**config.mk**
```make
export PLATFORM = sky130hd
export DESIGN_NAME = servant_acc
export DESIGN_NICKNAME = d
export VERILOG_FILES = /design/src/rtl/servant_acc_pkg.sv /design/src/rtl/servant_acc_mac.sv /design/src/rtl/servant_acc.sv
export SDC_FILE = /design/constraint.sdc
export NUM_CORES = 2
export LEC_CHECK = 0
export CAP_MARGIN = 0
export CORE_MARGIN = 1.5
export CORE_UTILIZATION = 60
export CTS_CLUSTER_SIZE = 12
export DETAILED_ROUTE_END_ITERATION = 12
export PLACE_DENSITY = 0.75
export SLEW_MARGIN = 25
export SYNTH_ARGS = -nofsm -noshare
export SYNTH_HDL_FRONTEND = slang
export SYNTH_SLANG_ARGS = --single-unit
```
**constraint.sdc**
```tcl
create_clock -name i_clk -period 14.87 [get_ports i_clk]
set_clock_uncertainty 0.05 [all_clocks]
set_input_delay 2.974 -clock i_clk [delete_from_list [all_inputs] [get_ports i_clk]]
set_output_delay 2.974 -clock i_clk [all_outputs]
set_load 0.01 [all_outputs]
```
**src/rtl/servant_acc_pkg.sv**
```systemverilog
// Shared constants for the servant bus matrix-multiply accelerator.
// Register map word indices, CTRL bit positions and the FSM state type.
// Imported by servant_acc and servant_acc_mac.
package servant_acc_pkg;

    // Word indices on the 13-bit accelerator address bus.
    localparam logic [12:0] REG_CTRL = 13'h000;
    localparam logic [12:0] REG_CYC  = 13'h001;
    localparam logic [12:0] BASE_A   = 13'h100;
    localparam logic [12:0] BASE_B   = 13'h200;
    localparam logic [12:0] BASE_C   = 13'h300;

    // CTRL write bits.
    localparam int CTRL_START = 0;
    localparam int CTRL_CLR   = 1;

    // STAT read bits.
    localparam int STAT_BUSY = 0;
    localparam int STAT_DONE = 1;

    typedef enum logic {
        IDLE = 1'b0,
        RUN  = 1'b1
    } state_t;

endpackage

```
**src/rtl/servant_acc_mac.sv**
```systemverilog
// Purpose: DW-bit multiply-accumulate, acc_next = (clr ? 0 : acc) + a*b mod 2^DW.
// Latency: purely combinational. Backpressure: none.
// Ports: a_i/b_i operands, acc_i running sum, clr_i drops acc_i, acc_next_o result.
module servant_acc_mac
    import servant_acc_pkg::*;
#(
    parameter int DW = 32
) (
    input  logic [DW-1:0] a_i,
    input  logic [DW-1:0] b_i,
    input  logic [DW-1:0] acc_i,
    input  logic          clr_i,
    output logic [DW-1:0] acc_next_o
);

    // The low DW bits of a two's-complement product are identical for
    // signed and unsigned operands, so a DW x DW -> DW multiply gives the
    // truncated signed product directly.
    logic [DW-1:0] prod;
    logic [DW-1:0] base;

    assign prod       = a_i * b_i;
    assign base       = clr_i ? '0 : acc_i;
    assign acc_next_o = base + prod;

endmodule

```
**src/rtl/servant_acc.sv**
```systemverilog
// Purpose: memory-mapped N x N integer matrix multiply C = A x B, one MAC per cycle.
// Latency: reads return one cycle after the address; a run takes N^3 cycles.
// Backpressure: none; writes to A/B while busy, and all writes to C, are dropped.
// Ports: i_clk, i_rst (sync, active-high), i_wb_adr word address, i_wb_dat write
//        data, i_wb_we qualified write strobe, o_wb_rdt registered read data,
//        o_done DONE flag level.
module servant_acc
    import servant_acc_pkg::*;
#(
    parameter int N  = 4,
    parameter int DW = 32
) (
    input  logic        i_clk,
    input  logic        i_rst,
    input  logic [12:0] i_wb_adr,
    input  logic [31:0] i_wb_dat,
    input  logic        i_wb_we,
    output logic [31:0] o_wb_rdt,
    output logic        o_done
);

    localparam int NN = N * N;
    localparam int EW = $clog2(NN);
    localparam int IW = $clog2(N);
    localparam logic [IW-1:0] LAST = IW'(N - 1);
    localparam logic [8:0]    NN9  = 9'(NN);

    // Matrix storage, row-major, deliberately without reset.
    logic [DW-1:0] mem_a [NN];
    logic [DW-1:0] mem_b [NN];
    logic [DW-1:0] mem_c [NN];

    state_t        state_q;
    logic          busy_q;
    logic          done_q;
    logic [31:0]   cyc_q;
    logic [IW-1:0] i_q;
    logic [IW-1:0] j_q;
    logic [IW-1:0] k_q;
    logic [DW-1:0] acc_q;
    logic [DW-1:0] acc_d;
    logic [31:0]   rdt_q;
    logic [31:0]   rdt_d;

    // ------------------------------------------------------------------
    // Bus decode
    // ------------------------------------------------------------------
    logic [7:0]    off;
    logic [EW-1:0] eidx;
    logic          in_rng;
    logic          rgn_a;
    logic          rgn_b;
    logic          rgn_c;
    logic          ctrl_wr;
    logic [DW-1:0] wdat;

    assign off     = i_wb_adr[7:0];
    assign eidx    = EW'(off);
    // Offsets beyond N*N inside a matrix window are holes that read 0.
    assign in_rng  = ({1'b0, off} < NN9);
    assign rgn_a   = (i_wb_adr[12:8] == BASE_A[12:8]);
    assign rgn_b   = (i_wb_adr[12:8] == BASE_B[12:8]);
    assign rgn_c   = (i_wb_adr[12:8] == BASE_C[12:8]);
    assign ctrl_wr = i_wb_we && (i_wb_adr == REG_CTRL);
    assign wdat    = DW'(i_wb_dat);

    function automatic logic [31:0] ext(input logic [DW-1:0] v);
        return 32'($signed(v));
    endfunction

    // ------------------------------------------------------------------
    // Datapath
    // ------------------------------------------------------------------
    logic [EW-1:0] a_idx;
    logic [EW-1:0] b_idx;
    logic [EW-1:0] c_idx;
    logic          last_k;

    assign a_idx  = EW'(int'(i_q) * N + int'(k_q));
    assign b_idx  = EW'(int'(k_q) * N + int'(j_q));
    assign c_idx  = EW'(int'(i_q) * N + int'(j_q));
    assign last_k = (k_q == LAST);

    // acc_q is already zero at k==0; clr makes each dot product independent
    // of accumulator history regardless.
    servant_acc_mac #(
        .DW (DW)
    ) u_mac (
        .a_i        (mem_a[a_idx]),
        .b_i        (mem_b[b_idx]),
        .acc_i      (acc_q),
        .clr_i      (k_q == '0),
        .acc_next_o (acc_d)
    );

    // ------------------------------------------------------------------
    // Read mux, registered below; answers every cycle regardless of we.
    // ------------------------------------------------------------------
    always_comb begin
        rdt_d = '0;
        if (i_wb_adr == REG_CTRL) begin
            rdt_d[STAT_BUSY] = busy_q;
            rdt_d[STAT_DONE] = done_q;
        end else if (i_wb_adr == REG_CYC) begin
            rdt_d = cyc_q;
        end else if (in_rng) begin
            if (rgn_a)      rdt_d = ext(mem_a[eidx]);
            else if (rgn_b) rdt_d = ext(mem_b[eidx]);
            else if (rgn_c) rdt_d = ext(mem_c[eidx]);
        end
    end

    // ------------------------------------------------------------------
    // Storage writes
    // ------------------------------------------------------------------
    always_ff @(posedge i_clk) begin
        if (i_wb_we && !busy_q && in_rng) begin
            if (rgn_a) mem_a[eidx] <= wdat;
            if (rgn_b) mem_b[eidx] <= wdat;
        end
        if (!i_rst && state_q == RUN && last_k) begin
            mem_c[c_idx] <= acc_d;
        end
    end

    // ------------------------------------------------------------------
    // Control FSM with index counters and status
    // ------------------------------------------------------------------
    always_ff @(posedge i_clk) begin
        if (i_rst) begin
            state_q <= IDLE;
            busy_q  <= 1'b0;
            done_q  <= 1'b0;
            cyc_q   <= '0;
            i_q     <= '0;
            j_q     <= '0;
            k_q     <= '0;
            acc_q   <= '0;
            rdt_q   <= '0;
        end else begin
            rdt_q <= rdt_d;
            case (state_q)
                IDLE: begin
                    // Start wins over clear when both bits are set.
                    if (ctrl_wr && i_wb_dat[CTRL_START]) begin
                        state_q <= RUN;
                        busy_q  <= 1'b1;
                        done_q  <= 1'b0;
                        cyc_q   <= '0;
                        i_q     <= '0;
                        j_q     <= '0;
                        k_q     <= '0;
                        acc_q   <= '0;
                    end else if (ctrl_wr && i_wb_dat[CTRL_CLR]) begin
                        done_q <= 1'b0;
                    end
                end
                RUN: begin
                    cyc_q <= cyc_q + 32'd1;
                    if (last_k) begin
                        acc_q <= '0;
                        k_q   <= '0;
                        if (j_q == LAST) begin
                            j_q <= '0;
                            if (i_q == LAST) begin
                                i_q     <= '0;
                                state_q <= IDLE;
                                busy_q  <= 1'b0;
                                done_q  <= 1'b1;
                            end else begin
                                i_q <= i_q + 1'b1;
                            end
                        end else begin
                            j_q <= j_q + 1'b1;
                        end
                    end else begin
                        acc_q <= acc_d;
                        k_q   <= k_q + 1'b1;
                    end
                end
                default: begin
                    state_q <= IDLE;
                    busy_q  <= 1'b0;
                end
            endcase
        end
    end

    assign o_wb_rdt = rdt_q;
    assign o_done   = done_q;

endmodule

```
==> impl_metrics.py <==
metrics = {
    "worst_setup_path": {
        "critPathMaxFanout": 72,
        "cp_slowest_cell": "dfxtp_4",
        "ff2ff_path_depth": 29,
        "slowest_delay_ns": 0.93,
        "critical_path_class": "reg2reg",
        "worst-path-buf-inv": 8,
        "critical_path_required_ns": 15.53,
        "worstReg2RegStart": "k_q[0]",
        "worst-path-stages": 29,
        "start_kind": "flop",
        "critPathCaptureType": "flop",
        "path_delay_family": "adder cells",
        "cpMostUsedCell": "fa_1",
        "reg2reg_slack_ns": 3.84,
        "r2r_end": "acc_q[31]",
        "worstPathArrival_ns": 11.69,
    },
    "synthesis": {
        "ys_seq_area_share_pct": 55.15,
        "async_reset_ff_share_pct": 0,
        "synth-edff-count": 1536,
        "post-synth-top-area-cell": "edfxtp_1",
        "synth_cells": 5293,
        "synth_area_um2": 87440,
        "synth.distinct_cells": 81,
        "synthesis.nets": 5914,
        "yosysWarnings": 0,
        "ys.flop_type": "edfxtp_1",
        "synth.most_common_cell": "edfxtp_1",
        "avgSynthCellArea_um2": 16.52,
        "ys_top_cells_by_count": "1,536 x edfxtp_1, 693 x mux4_2, 519 x inv_1",
        "ys_seq_elements": 1641,
        "yosys-top-cells-area": "edfxtp_1 53%, mux4_2 18%, fa_1 10%",
        "synth_top_area_share_pct": 52.75,
    },
    "hold_path": {
        "hold_start": "busy_q",
        "min_to": "busy_q",
        "whs_path_depth": 2,
        "hold_class": "reg2reg",
    },
    "flow_run": {
        "cap_violations": 0,
    },
    "floorplanning": {
        "io_pins": 81,
        "dieArea_um2": 148000,
        "start_util_pct": 60.65,
        "rows": 139,
        "core_region_area_um2": 144200,
        "die_w_um": 384.8,
        "die_y_um": 384.8,
    },
    "pwr": {
        "leakagePower_nw": 33.24,
        "switching_share_pct": 21.68,
        "p_switching_w": 0.002028,
        "total_power_w": 0.009355,
        "power_density_nw_per_um2": 97.73,
        "comb_power_share_pct": 4.2,
        "p_clk_share_pct": 42.0,
        "seqPwrFrac_pct": 53.8,
        "worst_ir_drop_vdd_mv": 0.1200,
        "internal_power_w": 0.007327,
    },
    "route": {
        "wl_per_cell_um": 33.55,
        "firstDrtPassIters": 6,
        "drt-total-wl_mm": 248.7,
        "vias_per_cell": 6.886,
        "first_iter_violations": 7105,
        "vias": 51040,
        "ant_nets": 0,
        "drc_errors": 0,
    },
    "cts": {
        "clk_pin_slew_worst_paths_ns": 0.06,
        "numCtsBuffers": 167,
        "cts_hold_buf": 0,
        "worstSkewPairLatency_ns": 0.83,
        "ctsResizeCount": 0,
        "cts-root-buf": "clkbuf_16",
        "cts_htree_levels": 4,
        "cts_tree": "built",
        "cts.sinks": 1641,
        "postCtsSetupRepairBufs": 0,
        "clk_path_buf_depth": 3,
    },
    "global_routing": {
        "grtUsageTotal_pct": 34.64,
        "grt_max_degree": 136,
        "grt_pass1_wl_mm": 360.9,
        "grt_pass1_vias": 52220,
        "overflow": 0,
        "antenna_found_initial": 14,
    },
    "timing": {
        "setup_viol": 0,
        "period_minus_slack_ns": 11.03,
        "holdWs_ns": 0.4397,
        "tightest_slew_ns": 1.220,
        "fmax_mhz": 90.67,
        "fin_tns_setup_ns": 0,
        "finalCritPeriodShare_pct": 74.17,
        "slew_headroom_pct": 18.05,
        "hold_violations": 0,
        "rsz0062_at_grt": "no",
        "slew_violations": 0,
    },
    "outcome": {
        "status": "completed",
    },
    "placement": {
        "portBuffers": 80,
        "gp_congestion": 0.9355,
        "hpwl_mm": 157.6,
    },
    "final_layout": {
        "drive_above_1_share_pct": 23.09,
        "fill_cells": 9489,
        "area_delta_synth_final_pct": 9.471,
        "post-route-util_pct": 66.39,
        "nets": 6008,
    },
}
worst reg2reg max path: cells and delay by family, from the launching register on:
family                     cells  cell delay, ns
AOI/OAI and AO/OA              7            2.17
xor gates and xnor gates       1            0.58
adders and majority gates      9            4.40
buffers and inverters          8            1.35
DFF                            1            0.93
muxes                          1            0.65
and+or+nand+nor                3            0.78
through the flow:
stage / instance area (um2) / instances / setup slack (ns)
after floorplan: 87440 / 5293 / 5.387
after global placement: 90730 / 7120 / 4.045
after detailed placement: 90730 / 7120 / 3.711
after CTS: 95790 / 7406 / 3.701
after global routing: 95710 / 7408 / 3.419
final: 95720 / 7412 / 3.841
power by group through the flow:
| stage | logic [W] | clock network (W) | registers (W) |
|---|---|---|---|
| floorplan | 0.000222 | 0 | 0.00513 |
| global placement | 0.000385 | 0 | 0.00513 |
| detailed placement | 0.000389 | 0 | 0.00513 |
| CTS | 0.000390 | 0.00396 | 0.00503 |
| global route | 0.000408 | 0.00413 | 0.00503 |
| finish | 0.000394 | 0.00393 | 0.00503 |
layout make-up:
cell class / count / area [um2] / area share [%]
Clock buffer: 232 / 4484 / 4.685
Clock inverter: 54 / 571.8 / 0.5974
Inverter: 521 / 1956 / 2.043
Multi-Input combinational cell: 2813 / 36130 / 37.74
Timing Repair Buffer: 243 / 1948 / 2.035
Antenna cell: 5 / 12.51 / 0.01307
Sequential cell: 1641 / 48240 / 50.40
Tap cell: 1903 / 2381 / 2.487
state kept, by name (all words and copies together), names as in the netlist, 32 cells and up:
name / flops
mem_a: 512
mem_b: 512
mem_c: 512
acc_q: 32
cyc_q: 32
o_wb_rdt: 32
cells by family (layout without fill, tap and decap cells):
logic type / count (synthesis) / count (layout) / share of synthesized area, %
adder cells (fa/ha/maj): 573 / 573 / 11.96
buffers and inverters: 839 / 1050 / 4.104
flip-flops: 1641 / 1641 / 55.15
XOR/XNOR: 87 / 87 / 0.9372
multiplexers: 765 / 765 / 19.62
AO/OA/AOI/OAI: 319 / 319 / 2.714
other: 0 / 5 / 0
AND/OR/NAND/NOR: 1069 / 1069 / 5.516
metal layers:
| layer | vias up | routed length (um) | GRT usage, % |
|---|---|---|---|
| li1 | 20120 | - | - |
| met1 | 26600 | 86110 | 46.01 |
| met2 | 3598 | 115800 | 53.19 |
| met3 | 699 | 33890 | 10.89 |
| met4 | 14 | 12750 | 15.27 |
| met5 | - | 159 | 0.3899 |
how the worst max path moves through the flow:
stage	start	end	slack (ns)
after detailed placement	k_q[0]	mem_c[4][31]	3.71
after global routing	k_q[0]	acc_q[31]	3.42
final	k_q[0]	acc_q[31]	3.84
after global placement	k_q[0]	mem_c[6][31]	4.04
after CTS	k_q[0]	mem_c[4][31]	3.70
after floorplan	j_q[0]	mem_c[0][31]	5.39
placed cells by master, fill, tap and decap left out, drive strengths merged, types with 15 or more instances in the layout:
master,count
a22oi,105
and3,32
a21oi,59
nand2,304
nor3,22
clkbuf,234
mux2i,17
xnor2,74
clkdlybuf4s50,47
clkinv,45
a221oi,15
o21a,17
nand3,51
dfxtp,105
or2,62
ha,135
inv,525
a21o,18
o21ai,30
nor2b,39
edfxtp,1536
nor2,415
a22o,15
buf,194
and2,16
nand2b,100
fa,438
mux4,743
(Power assumes the default switching activity.)
